===== config.mk =====
export PLATFORM = sky130hd
export DESIGN_NAME = tex_fetch_unit
export DESIGN_NICKNAME = d
export VERILOG_FILES = /design/src/rtl/tex_fetch_unit_pkg.sv /design/src/rtl/tex_index_extract.sv /design/src/rtl/tex_fetch_unit.sv
export SDC_FILE = /design/constraint.sdc
export NUM_CORES = 1
export LEC_CHECK = 0
export ABC_AREA = 1
export ABC_CLOCK_PERIOD_IN_PS = 2850
export CELL_PAD_IN_SITES_DETAIL_PLACEMENT = 0
export CELL_PAD_IN_SITES_GLOBAL_PLACEMENT = 1
export CORE_MARGIN = 2
export CORE_UTILIZATION = 23
export DETAILED_ROUTE_END_ITERATION = 10
export PLACE_DENSITY = 0.62
export SYNTH_ARGS = -nofsm -noshare
export SYNTH_HDL_FRONTEND = slang
export SYNTH_SLANG_ARGS = --single-unit

===== constraint.sdc =====
create_clock -name i_clk -period 2.85 [get_ports i_clk]
set_input_delay 0.4275 -clock i_clk [delete_from_list [all_inputs] [get_ports i_clk]]
set_output_delay 0.4275 -clock i_clk [all_outputs]
set_load 0.02 [all_outputs]

===== src/rtl/tex_fetch_unit_pkg.sv =====
// rtl/tex_fetch_unit_pkg.sv - shared texel fetch types, format codes and CLUT address helper
package tex_fetch_unit_pkg;

  localparam logic [1:0] PIX_4BIT     = 2'd0;
  localparam logic [1:0] PIX_8BIT     = 2'd1;
  localparam logic [1:0] PIX_16BIT    = 2'd2;
  localparam logic [1:0] PIX_RESERVED = 2'd3;

  typedef logic [18:0] vram_addr_t;

  typedef enum logic [2:0] {
    ST_IDLE,
    ST_TEX_CHK,
    ST_TEX_REQ,
    ST_TEX_WAIT,
    ST_CLUT_CHK,
    ST_CLUT_REQ,
    ST_CLUT_WAIT,
    ST_OUT
  } fetch_state_t;

  // CLUT X wraps inside the 1024-halfword line; there is no carry into Y.
  function automatic vram_addr_t clut_addr(input logic [8:0] clut_y,
                                           input logic [5:0] clut_x,
                                           input logic [7:0] idx8);
    logic [9:0] x;
    x = {clut_x, 4'd0} + {2'd0, idx8};
    return {clut_y, x};
  endfunction

endpackage


===== src/rtl/tex_index_extract.sv =====
// rtl/tex_index_extract.sv - palette index extraction from a VRAM halfword
module tex_index_extract
  import tex_fetch_unit_pkg::*;
(
  input  logic [15:0] halfword,
  input  logic [1:0]  tex_format,
  input  logic [1:0]  sub_sel,
  output logic [7:0]  idx8,
  output logic        palettized
);

  logic [3:0] nibble;

  always_comb begin
    case (sub_sel)
      2'd0:    nibble = halfword[3:0];
      2'd1:    nibble = halfword[7:4];
      2'd2:    nibble = halfword[11:8];
      default: nibble = halfword[15:12];
    endcase
  end

  always_comb begin
    idx8       = 8'd0;
    palettized = 1'b0;
    case (tex_format)
      PIX_4BIT: begin
        idx8       = {4'd0, nibble};
        palettized = 1'b1;
      end
      PIX_8BIT: begin
        idx8       = sub_sel[0] ? halfword[15:8] : halfword[7:0];
        palettized = 1'b1;
      end
      default: ;
    endcase
  end

endmodule


===== src/rtl/tex_fetch_unit.sv =====
// rtl/tex_fetch_unit.sv - per-lane texel fetch: VRAM halfword read, index extract, CLUT lookup
module tex_fetch_unit
  import tex_fetch_unit_pkg::*;
#(
  parameter bit USE_HIT_CACHE = 1'b1
) (
  input  logic        i_clk,
  input  logic        i_rst,
  input  logic        i_reqValid,
  output logic        o_reqReady,
  input  logic [18:0] i_texAddr,
  input  logic [1:0]  i_subSel,
  input  logic [1:0]  i_texFormat,
  input  logic [5:0]  i_clutX,
  input  logic [8:0]  i_clutY,
  input  logic        i_invalidate,
  output logic        o_memReq,
  output logic [18:0] o_memAddr,
  input  logic        i_memAck,
  input  logic        i_memDataValid,
  input  logic [15:0] i_memData,
  output logic        o_texValid,
  input  logic        i_texReady,
  output logic [15:0] o_texel
);

  fetch_state_t state, state_next;

  vram_addr_t  tex_addr_q;
  logic [1:0]  sub_sel_q;
  logic [1:0]  fmt_q;
  logic [5:0]  clut_x_q;
  logic [8:0]  clut_y_q;
  logic [7:0]  idx_q;
  logic [15:0] texel_q;

  logic        tex_hit_valid;
  vram_addr_t  tex_hit_addr;
  logic [15:0] tex_hit_data;
  logic        clut_hit_valid;
  vram_addr_t  clut_hit_addr;
  logic [15:0] clut_hit_data;

  logic        accept;
  logic        tex_use;
  logic        tex_fill;
  logic        clut_use;
  logic        clut_fill;

  logic [15:0] tex_word;
  logic [15:0] clut_word;
  logic [7:0]  idx8;
  logic        palettized;
  vram_addr_t  clut_addr_w;
  logic        tex_hit;
  logic        clut_hit;

  // The CHK states read the hit register; the WAIT states read returning memory data.
  assign tex_word    = (state == ST_TEX_CHK)  ? tex_hit_data  : i_memData;
  assign clut_word   = (state == ST_CLUT_CHK) ? clut_hit_data : i_memData;
  assign clut_addr_w = clut_addr(clut_y_q, clut_x_q, idx_q);
  assign tex_hit     = USE_HIT_CACHE && tex_hit_valid  && (tex_hit_addr  == tex_addr_q);
  assign clut_hit    = USE_HIT_CACHE && clut_hit_valid && (clut_hit_addr == clut_addr_w);
  assign o_texel     = texel_q;

  tex_index_extract u_extract (
    .halfword   (tex_word),
    .tex_format (fmt_q),
    .sub_sel    (sub_sel_q),
    .idx8       (idx8),
    .palettized (palettized)
  );

  always_ff @(posedge i_clk) begin
    if (i_rst) state <= ST_IDLE;
    else       state <= state_next;
  end

  always_comb begin
    state_next = state;
    o_reqReady = 1'b0;
    o_memReq   = 1'b0;
    o_memAddr  = '0;
    o_texValid = 1'b0;
    accept     = 1'b0;
    tex_use    = 1'b0;
    tex_fill   = 1'b0;
    clut_use   = 1'b0;
    clut_fill  = 1'b0;
    case (state)
      ST_IDLE: begin
        o_reqReady = !i_rst;
        if (i_reqValid && !i_rst) begin
          accept     = 1'b1;
          state_next = ST_TEX_CHK;
        end
      end
      ST_TEX_CHK: begin
        if (tex_hit) begin
          tex_use    = 1'b1;
          state_next = palettized ? ST_CLUT_CHK : ST_OUT;
        end else begin
          state_next = ST_TEX_REQ;
        end
      end
      ST_TEX_REQ: begin
        o_memReq  = 1'b1;
        o_memAddr = tex_addr_q;
        if (i_memAck) state_next = ST_TEX_WAIT;
      end
      ST_TEX_WAIT: begin
        if (i_memDataValid) begin
          tex_use    = 1'b1;
          tex_fill   = 1'b1;
          state_next = palettized ? ST_CLUT_CHK : ST_OUT;
        end
      end
      ST_CLUT_CHK: begin
        if (clut_hit) begin
          clut_use   = 1'b1;
          state_next = ST_OUT;
        end else begin
          state_next = ST_CLUT_REQ;
        end
      end
      ST_CLUT_REQ: begin
        o_memReq  = 1'b1;
        o_memAddr = clut_addr_w;
        if (i_memAck) state_next = ST_CLUT_WAIT;
      end
      ST_CLUT_WAIT: begin
        if (i_memDataValid) begin
          clut_use   = 1'b1;
          clut_fill  = 1'b1;
          state_next = ST_OUT;
        end
      end
      ST_OUT: begin
        o_texValid = 1'b1;
        if (i_texReady) state_next = ST_IDLE;
      end
      default: state_next = ST_IDLE;
    endcase
  end

  always_ff @(posedge i_clk) begin
    if (i_rst) begin
      tex_addr_q     <= '0;
      sub_sel_q      <= '0;
      fmt_q          <= '0;
      clut_x_q       <= '0;
      clut_y_q       <= '0;
      idx_q          <= '0;
      texel_q        <= '0;
      tex_hit_valid  <= 1'b0;
      tex_hit_addr   <= '0;
      tex_hit_data   <= '0;
      clut_hit_valid <= 1'b0;
      clut_hit_addr  <= '0;
      clut_hit_data  <= '0;
    end else begin
      if (accept) begin
        tex_addr_q <= i_texAddr;
        sub_sel_q  <= i_subSel;
        fmt_q      <= i_texFormat;
        clut_x_q   <= i_clutX;
        clut_y_q   <= i_clutY;
      end
      if (tex_use) begin
        if (palettized) idx_q   <= idx8;
        else            texel_q <= tex_word;
      end
      if (clut_use) texel_q <= clut_word;
      if (tex_fill && USE_HIT_CACHE) begin
        tex_hit_valid <= 1'b1;
        tex_hit_addr  <= tex_addr_q;
        tex_hit_data  <= i_memData;
      end
      if (clut_fill && USE_HIT_CACHE) begin
        clut_hit_valid <= 1'b1;
        clut_hit_addr  <= clut_addr_w;
        clut_hit_data  <= i_memData;
      end
      // Invalidate wins over a same-cycle fill: that data is used once but never marked valid.
      if (i_invalidate) begin
        tex_hit_valid  <= 1'b0;
        clut_hit_valid <= 1'b0;
      end
    end
  end

endmodule


==> impl_metrics.env <==
export IMPL_dp_hpwl_mm=15.75
export IMPL_grt_pass1_vias=6157
export IMPL_wl_mm=22.18
export IMPL_cts_sinks=137
export IMPL_cts_root_buf="clkbuf_16"
export IMPL_holdPathStages=2
export IMPL_grt_max_degree=77
export IMPL_yosysSeqAreaShare_pct=40.71
export IMPL_detail_route_antenna_nets=0
export IMPL_routed_via_density=4.398
export IMPL_worstSetupPathType="reg2out"
export IMPL_period_needed_ns=2.718
export IMPL_outcome="complete, no violations"
export IMPL_p_total_uw=6357
export IMPL_met2WireLength_mm=10.06
export IMPL_fin_cells=1487
export IMPL_setup_viol=0
export IMPL_p_seq_share_pct=35.5
export IMPL_hold_class="in2reg"
export IMPL_drtPass1Iterations=4
export IMPL_cp_required_ns=2.42
export IMPL_p_sw_uw=2084
export IMPL_drc=0
export IMPL_clk_path_buf_depth=2
export IMPL_grt_use_total_pct=14.56
export IMPL_maxSlewHeadroom_pct=47.25
export IMPL_synth_fp_nets=1075
export IMPL_pwr_share_comb_pct=25.1
export IMPL_routedWlPerCell_um=14.92
export IMPL_clock_skew_ns=0.008574
export IMPL_pin_count=99
export IMPL_grt_pass1_wl_mm=34.67
export IMPL_synth_most_common_cell="nand2_1"
export IMPL_worstMarginPinSlew_ns=0.7913
export IMPL_async_reset_ff_share_pct=0
export IMPL_p_leak_uw=0.003704
export IMPL_period_share_pct=95.38
export IMPL_timing_final_ws_setup_ns=0.1316
export IMPL_r2r_setup_slack_ns=0.38
export IMPL_vias=6540
export IMPL_die_area_um2=30680
export IMPL_ff2ff_path_depth=16
export IMPL_synthesis_instances=1009
export IMPL_die_y_um=175.2
export IMPL_antenna_cells=0
export IMPL_grt_ovfl_total=0
export IMPL_p_per_area_nw_per_um2=715.6
export IMPL_fp_row_count=62
export IMPL_dr_wl_met3_um=879
export IMPL_path_max_fanout=7
export IMPL_first_iter_violations=334
export IMPL_drive_gt1_share_pct=6.618
export IMPL_ys_top_cells_by_area="dfxtp_1 41%, nand2_1 13%, o21ai_0 8.8%, inv_1 7.4%, a21oi_1 6.8%"
export IMPL_ys_ff_latch=137
export IMPL_cp_end_kind="output pin"
export IMPL_synth_main_ff_cell="dfxtp_1"
export IMPL_area_growth_pct=31.85
export IMPL_yosysTopAreaCell="dfxtp_1"
export IMPL_ys_types=33
export IMPL_path_clk_slew_ns=0.06
export IMPL_clkPwrFrac_pct=39.4
export IMPL_start_kind="register"
export IMPL_slew_viol_final=0
export IMPL_gp_congestion=0.8186
export IMPL_dp_slack_ns=0.2249
export IMPL_avgSynthCellArea_um2=6.678
export IMPL_die_w_um=175.2
export IMPL_cts_buffers=17
export IMPL_cellInternalPower_uw=4273
export IMPL_fp_coreArea_um2=28780
export IMPL_synth_common_cells="235 x nand2_1, 137 x dfxtp_1, 133 x inv_1, 118 x o21ai_0, 92 x a21oi_1"
export IMPL_nets=1157
export IMPL_port_buffers=98
export IMPL_synth_edff_count=0
export IMPL_cts_tree="yes"
export IMPL_antenna_found_initial=0
export IMPL_h_tree_depth=4
export IMPL_clk_latency_ns=0.42
export IMPL_ctsHoldBuffers=0
export IMPL_yosys_warnings=0
export IMPL_max_vdd_ir_drop_mv=0.4475
export IMPL_p_sw_share_pct=32.78
export IMPL_drv_cap=0
export IMPL_cp_arrival_ns=2.29
export IMPL_final_hold_violation_count=0
export IMPL_syn_area_um2=6738
export IMPL_initial_core_util_pct=23.41
export IMPL_max_freq_mhz=367.9
export IMPL_wl_met1_mm=10.95
export IMPL_place_inst=1452
export IMPL_yosysTopAreaCellShare_pct=40.71
export IMPL_top_layer_used="met4"
cells in the final DEF, fill, tap and decap left out, types with 3 or more instances in the layout:
cell type	n
ha_1	4
clkdlybuf4s50_1	78
xnor2_1	4
o22ai_1	16
nand4_1	9
mux2i_1	5
o31ai_1	36
a21oi_1	92
clkinvlp_4	4
nor2_1	83
buf_4	16
nand2_2	6
clkbuf_8	3
o21ai_0	118
inv_1	131
dfxtp_1	137
nand3_1	45
nor3_1	7
dlymetal6s2s_1	15
bufinv_16	5
clkbuf_16	17
a31oi_1	3
nand2_1	234
per-layer routing:
metal  global-route usage (%)  up-vias
met1                    20.27     2954
met3                    2.459       19
met4                    4.410        0
met5                        0        -
li1                         -     3448
met2                    22.95      119
power by group through the flow:
| stage | clock network [µW] | registers (µW) | logic (µW) |
|---|---|---|---|
| after CTS | 2560 | 2250 | 1540 |
| after global placement | 0 | 2300 | 1540 |
| after floorplan | 0 | 2240 | 1010 |
| after detailed placement | 0 | 2290 | 1530 |
| final | 2500 | 2260 | 1590 |
| after global routing | 2650 | 2280 | 1800 |
registers in the layout (all words and copies together), names as in the netlist:
| signal | count |
|---|---|
| state | 3 |
| clut_y_q | 9 |
| tex_hit_data | 16 |
| sub_sel_q | 2 |
| fmt_q | 2 |
| clut_hit_data | 16 |
| idx_q | 8 |
| clut_hit_valid | 1 |
| clut_x_q | 6 |
| tex_hit_addr | 19 |
| tex_addr_q | 19 |
| clut_hit_addr | 19 |
| tex_hit_valid | 1 |
| o_texel | 16 |
final cells by class:
cell class | instances | area [µm²]
repair inverters | 2 | 15.01
well taps | 384 | 480.5
multi-input cells | 681 | 3301
inverters | 135 | 513.0
repair buffers | 117 | 1172
fillers | 3133 | 19900
flip-flops and latches | 137 | 2743
clock buffers | 21 | 470.5
clock inverters | 10 | 188.9
critical path, stage by stage (launching register included):
cell	delay, ns
dfxtp_1	0.33
inv_1	0.17
nand2_1	0.16
nor2_4	0.20
buf_12	0.13
clkinvlp_4	0.15
buf_4	0.19
o21ai_0	0.13
dlygate4sd2_1	0.40
repair_timing:
| action | in CTS | in global routing |
|---|---|---|
| pin swaps | 0 | 1 |
| gates cloned | 0 | 2 |
| gates resized for setup | 6 | 29 |
| buffers inserted | 0 | 2 |
| setup endpoints to repair | 18 | 20 |
cell families after synthesis:
kind of cell | count (synthesis) | share of synthesized area [%]
and+or+nand+nor | 395 | 23.96
AOI/OAI and AO/OA | 270 | 21.88
buffers and inverters | 191 | 10.90
DFF | 137 | 40.71
xor gates and xnor gates | 6 | 0.7799
muxes | 5 | 0.7428
adders and majority gates | 5 | 1.040
worst paths after layout:
check                                startpoint         endpoint
worst max-delay path                   state[0]     o_memAddr[7]
worst min register to register  tex_hit_data[9]  tex_hit_data[9]
worst max register to register      clut_x_q[0]       o_texel[9]
worst min-delay path                      i_rst       o_texel[3]
per-stage QoR:
step	cell area (µm²)	util (%)	hold slack (ns)	TNS [ns]
2_1_floorplan	6738	-	0.4245	0
3_3_place_gp	8114	28.19	0.4339	0
3_5_place_dp	8114	28.19	0.4394	0
4_1_cts	8775	30.49	0.3870	-0.0003115
5_1_grt	8884	30.87	0.4070	-0.01195
6_report	8884	30.87	0.3855	0
Note: power is estimated with default switching activity, not from simulation.
